## src/rtl/ufm_ctrl.sv

```systemverilog
// ufm_ctrl: host-side sequencer for the 512x16 user flash serial port.
// Turns single-word read/program requests into arclk/ardin/arshft and
// drclk/drdin/drshft/prgram sequences. Reads at last_addr+1 reuse the UFM
// address counter (one increment pulse) instead of reshifting the address.
//
// Handshake: a request is taken on any cycle where busy=0 and req_rd|req_wr
// is high (req_wr wins if both); requests seen while busy=1 are dropped, not
// queued. Completion is a one-cycle done pulse, and rdata holds the word of
// the most recent completed read.
module ufm_ctrl #(
  parameter int CLK_DIV     = 2,
  parameter int PROG_CYCLES = 64
) (
  input  logic        clock,
  input  logic        reset,
  input  logic        req_rd,
  input  logic        req_wr,
  input  logic [8:0]  addr,
  input  logic [15:0] wdata,
  output logic [15:0] rdata,
  output logic        busy,
  output logic        done,
  output logic        oscena,
  output logic        arclk,
  output logic        ardin,
  output logic        arshft,
  output logic        drclk,
  output logic        drdin,
  output logic        drshft,
  input  logic        drdout,
  output logic        prgram,
  output logic [2:0]  dbg_state
);

  typedef enum logic [2:0] {
    S_IDLE, S_ADDR, S_INC, S_LOAD, S_SHIFT, S_WDATA, S_PROG, S_DONE
  } state_t;

  // One tick is 2*CLK_DIV cycles; the serial clock is high in its second half.
  localparam logic [15:0] TICK_LAST = 16'(2 * CLK_DIV - 1);
  localparam logic [15:0] CLK_RISE  = 16'(CLK_DIV);
  localparam logic [15:0] PROG_LAST = 16'(PROG_CYCLES - 1);

  state_t      state, state_d;
  logic [15:0] cnt, cnt_d;
  logic [3:0]  bitc, bitc_d;
  logic [8:0]  addr_q, addr_d;
  logic [15:0] wdata_q, wdata_d;
  logic        wr_q, wr_d;
  logic [15:0] sreg, sreg_nx;
  logic [8:0]  last_addr;
  logic        seq_valid;
  logic        sample, tick_end;
  logic        in_ar, in_dr, clk_hi;
  logic [3:0]  ar_idx, dr_idx;
  logic        arclk_d, ardin_d, arshft_d, drclk_d, drdin_d, drshft_d, prgram_d;

  assign busy      = (state != S_IDLE);
  assign done      = (state == S_DONE);
  assign oscena    = 1'b0;
  assign dbg_state = state;
  assign tick_end  = (cnt == TICK_LAST);
  assign sreg_nx   = {sreg[14:0], drdout};

  // Next-state logic: tick/bit counters, request capture, read-data sampling.
  always_comb begin
    state_d = state;
    cnt_d   = cnt;
    bitc_d  = bitc;
    addr_d  = addr_q;
    wdata_d = wdata_q;
    wr_d    = wr_q;
    sample  = 1'b0;
    case (state)
      S_IDLE: begin
        if (req_rd || req_wr) begin
          wr_d    = req_wr;
          addr_d  = addr;
          wdata_d = wdata;
          cnt_d   = '0;
          bitc_d  = '0;
          if (!req_wr && seq_valid && (addr == last_addr + 9'd1)) state_d = S_INC;
          else                                                    state_d = S_ADDR;
        end
      end
      S_ADDR: begin
        if (tick_end) begin
          cnt_d = '0;
          if (bitc == 4'd8) begin
            bitc_d  = '0;
            state_d = wr_q ? S_WDATA : S_LOAD;
          end else begin
            bitc_d = bitc + 4'd1;
          end
        end else begin
          cnt_d = cnt + 16'd1;
        end
      end
      S_INC: begin
        if (tick_end) begin
          cnt_d   = '0;
          state_d = S_LOAD;
        end else begin
          cnt_d = cnt + 16'd1;
        end
      end
      S_LOAD: begin
        if (tick_end) begin
          sample  = 1'b1;
          cnt_d   = '0;
          bitc_d  = '0;
          state_d = S_SHIFT;
        end else begin
          cnt_d = cnt + 16'd1;
        end
      end
      S_SHIFT: begin
        if (tick_end) begin
          sample = 1'b1;
          cnt_d  = '0;
          if (bitc == 4'd14) begin
            bitc_d  = '0;
            state_d = S_DONE;
          end else begin
            bitc_d = bitc + 4'd1;
          end
        end else begin
          cnt_d = cnt + 16'd1;
        end
      end
      S_WDATA: begin
        if (tick_end) begin
          cnt_d = '0;
          if (bitc == 4'd15) begin
            bitc_d  = '0;
            state_d = S_PROG;
          end else begin
            bitc_d = bitc + 4'd1;
          end
        end else begin
          cnt_d = cnt + 16'd1;
        end
      end
      S_PROG: begin
        if (cnt == PROG_LAST) begin
          cnt_d   = '0;
          state_d = S_DONE;
        end else begin
          cnt_d = cnt + 16'd1;
        end
      end
      S_DONE:  state_d = S_IDLE;
      default: state_d = S_IDLE;
    endcase
  end

  // Serial pin values for the next cycle, so every pin comes straight off a flop.
  always_comb begin
    in_ar    = (state_d == S_ADDR) || (state_d == S_INC);
    in_dr    = (state_d == S_LOAD) || (state_d == S_SHIFT) || (state_d == S_WDATA);
    clk_hi   = (cnt_d >= CLK_RISE);
    ar_idx   = 4'd8 - bitc_d;
    dr_idx   = 4'd15 - bitc_d;
    arclk_d  = in_ar && clk_hi;
    ardin_d  = (state_d == S_ADDR) && addr_d[ar_idx];
    arshft_d = (state_d == S_ADDR);
    drclk_d  = in_dr && clk_hi;
    drdin_d  = (state_d == S_WDATA) && wdata_d[dr_idx];
    drshft_d = (state_d == S_SHIFT) || (state_d == S_WDATA);
    prgram_d = (state_d == S_PROG);
  end

  // FSM state, counters and captured request.
  always_ff @(posedge clock or posedge reset) begin
    if (reset) begin
      state   <= S_IDLE;
      cnt     <= '0;
      bitc    <= '0;
      addr_q  <= '0;
      wdata_q <= '0;
      wr_q    <= 1'b0;
    end else begin
      state   <= state_d;
      cnt     <= cnt_d;
      bitc    <= bitc_d;
      addr_q  <= addr_d;
      wdata_q <= wdata_d;
      wr_q    <= wr_d;
    end
  end

  // Registered UFM pins; reset drops clocks and prgram immediately.
  always_ff @(posedge clock or posedge reset) begin
    if (reset) begin
      arclk  <= 1'b0;
      ardin  <= 1'b0;
      arshft <= 1'b0;
      drclk  <= 1'b0;
      drdin  <= 1'b0;
      drshft <= 1'b0;
      prgram <= 1'b0;
    end else begin
      arclk  <= arclk_d;
      ardin  <= ardin_d;
      arshft <= arshft_d;
      drclk  <= drclk_d;
      drdin  <= drdin_d;
      drshft <= drshft_d;
      prgram <= prgram_d;
    end
  end

  // Read shift register, result publish, and sequential-address tracking.
  // rdata is loaded with the final sample so it is valid during the done cycle.
  always_ff @(posedge clock or posedge reset) begin
    if (reset) begin
      sreg      <= '0;
      rdata     <= '0;
      last_addr <= '0;
      seq_valid <= 1'b0;
    end else begin
      if (sample) sreg <= sreg_nx;
      if ((state == S_SHIFT) && (state_d == S_DONE)) begin
        rdata     <= sreg_nx;
        last_addr <= addr_q;
        seq_valid <= 1'b1;
      end
      if ((state == S_PROG) && (state_d == S_DONE)) seq_valid <= 1'b0;
    end
  end

endmodule
```

## config.mk

```make
export PLATFORM = sky130hd
export DESIGN_NAME = ufm_ctrl
export DESIGN_NICKNAME = d
export VERILOG_FILES = /design/src/rtl/ufm_ctrl.sv
export SDC_FILE = /design/constraint.sdc
export NUM_CORES = 1
export LEC_CHECK = 0
export BUFFER_PORTS_ARGS = -buffer_cell sky130_fd_sc_hd__buf_2
export CAP_MARGIN = 10
export CORE_UTILIZATION = 55
export CTS_CLUSTER_SIZE = 40
export DETAILED_ROUTE_END_ITERATION = 8
export PLACE_DENSITY = 0.74
export SYNTH_ARGS = -nofsm -noshare
export SYNTH_HDL_FRONTEND = slang
export SYNTH_SLANG_ARGS = --single-unit
```

## constraint.sdc

```tcl
create_clock -name clock -period 4.35 [get_ports clock]
set_input_delay 0 -clock clock [delete_from_list [all_inputs] [get_ports clock]]
set_output_delay 0 -clock clock [all_outputs]
set_load 0.05 [all_outputs]
```

==> impl_metrics.json <==
{
  "skew_ps": 12.2,
  "setup_viol": 0,
  "mostFrequentLayoutCell": "dfrtp_1",
  "syn_inst": 499,
  "crit_path_max_fanout": 10,
  "ctsHtreeMaxLevel": 3,
  "drtIter0Drc": 236,
  "track_usage_pct": 25.4,
  "routed_wl_um": 12100,
  "utilization_pct": 67.0,
  "rsz0062_at_grt": "false",
  "firstDrtPassIters": 6,
  "worst_pin_slew_ps": 715,
  "clock_sinks": 97,
  "p_leak_nw": 3.01,
  "worst_setup_path_end_kind": "flip-flop",
  "hp-class": "input port to flip-flop",
  "yosys.cell_types.count": 75,
  "timing.final.crit_share_pct": 89.7,
  "synthFlopType": "dfrtp_1",
  "hold_viol_final": 0,
  "cts_tree": "done",
  "area_growth_pct": 15.9,
  "cts-hold-fix-buffers": 29,
  "port_buffers": 57,
  "antenna_cells": 0,
  "synth_edf_count": 0,
  "layout.nets": 620,
  "coreArea_sq_um": 9420,
  "fmaxAchievable_mhz": 256,
  "clk_latency_ps": 370,
  "outcome": "complete, no violations",
  "start_util_pct": 57.8,
  "post_cts_buffers": 0,
  "synth_area_sq_um": 5440,
  "via_per_inst": 5.96,
  "antenna_found_initial": 0,
  "wl_per_cell_um": 16.9,
  "max_cap_violations": 0,
  "cp-start-kind": "flip-flop",
  "power_mw": 3.10,
  "fillers": 735,
  "clock_path_buffers": 2,
  "io_pins": 59,
  "die_h_um": 101,
  "period_needed_ps": 3900,
  "fp.dieArea_sq_um": 10300,
  "yosys.area.top_type": "dfrtp_1",
  "die-width_um": 101,
  "num_rows": 35,
  "drive_gt1_share_pct": 29.5,
  "ys_ff_latch": 97,
  "overflow": 0,
  "synth.avg_cell_area_sq_um": 10.9,
  "cp_data_required_time_ps": 4610,
  "fin_setup_tns_ps": 0,
  "yosysSeqAreaShare_pct": 44.6,
  "power_density_nw_per_um2": 492,
  "dp_hpwl_um": 8480,
  "antenna_left": 0,
  "whs_path_depth": 4,
  "placed_area_sq_um": 5820,
  "cp.arrival_ps": 4160,
  "synth.net_count": 538,
  "clk_pin_slew_ps": 110,
  "yosysWarnings": 0,
  "place_congestion": 0.902,
  "grt_max_degree": 56,
  "relSlewSlack_pct": 52.4,
  "drcViolationCount": 0,
  "critPathKind": "flip-flop to flip-flop",
  "cts_resized": 0,
  "grt_pass1_wl_um": 20400,
  "cts_buffers": 9,
  "ys_async_sr_fraction_pct": 100,
  "num_vias": 4260,
  "root_buffer": "clkbuf_8",
  "grt_pass1_vias": 4115,
  "stdcell_area_sq_um": 6300,
  "final_cell_mix": "dfrtp_1 (97), buf_2 (57), mux2_2 (51)",
  "max-vdd-ir-drop_mv": 0.269,
  "synth_top_area_share_pct": 44.6,
  "slew_viol_final": 0,
  "synthTopCellsByArea": "dfrtp_1 (45%), mux2_2 (11%), mux2_4 (5.2%)",
  "r2r_cells": 14
}
==> report_power, final <==
part,internal (mW),switching (mW)
registers,1.07,0.115
clock network,0.227,0.359
logic,0.602,0.731
total,1.89,1.21
==> Yosys cell counts (all sizes together) (5+ instances only) <==
library cell / n
nand2b: 5
buf: 18
xnor2: 8
a21oi: 22
nor2b: 5
inv: 17
ha: 9
mux2: 71
nand3: 14
o22ai: 6
dfrtp: 97
and2: 8
mux2i: 6
clkbuf: 6
a21boi: 6
nor3: 6
a211o: 5
and3: 12
o21ai: 30
nor2: 35
o31ai: 7
nand2: 31
==> kinds of logic (layout without fill, tap and decap cells) <==
family,after synthesis,in the layout,synth area share (%)
muxes,79,79,17.9
buffers and inverters,42,129,3.79
other,1,1,0.0689
AOI/OAI and AO/OA,118,118,14.8
adders and majority gates,9,9,2.07
DFF,97,97,44.6
xor gates and xnor gates,12,12,1.93
and+or+nand+nor,141,141,14.7
==> flip-flops by register name, indices dropped and copies added (netlist names), 3 cells and up <==
name,cells
wdata_q,16
last_addr,9
bitc,4
rdata,16
sreg,15
dbg_state,3
addr_q,9
cnt,16
==> metrics by stage <==
stage	instances	hold slack (ps)	worst slack [ps]
2_1_floorplan	499	140	266
3_3_place_gp	670	152	632
3_5_place_dp	670	164	494
4_1_cts	715	174	476
5_1_grt	715	220	85.7
6_report	715	192	450
==> worst max-delay path: stages (launching register included) <==
cell       delay, ps
dfrtp_1          430
ha_1             230
nor3b_2          190
and4_1           320
a21oi_1          280
a32o_1           280
clkinv_1         230
ha_1             380
mux4_2           490
mux2i_1          210
nor2_1            90
a221oi_1         230
o2bb2ai_1        110
a22oi_1          200
o22ai_1          110
==> per-layer routing <==
layer	routed length, um	vias up	GRT usage (%)
met1	5350	2091	35.4
met2	5810	160	39.8
li1	-	1990	-
met3	728	19	5.80
met4	214	0	7.80
met5	0	-	0
==> layout make-up <==
class	count	area, sq um	share of cell area (%)
tap	129	161	2.56
timing repair buffer	95	643	10.2
multi-input combinational	360	2810	44.5
clock inverter	7	71.3	1.13
inverter	18	70.1	1.11
clock buffer	9	124	1.97
sequential	97	2430	38.5
==> path summary, 6_finish.rpt <==
check | start | end | slack (ps)
worst min-delay path | req_rd | addr_q[1] | 190
worst max-delay path | cnt[1] | ardin | 450
max in group asynchronous | reset | last_addr[8] | 3080
worst max register to register | cnt[1] | ardin | 450
min in group asynchronous | reset | drclk | 290
worst min register to register | wdata_q[5] | wdata_q[5] | 500
(Power assumes the default switching activity.)
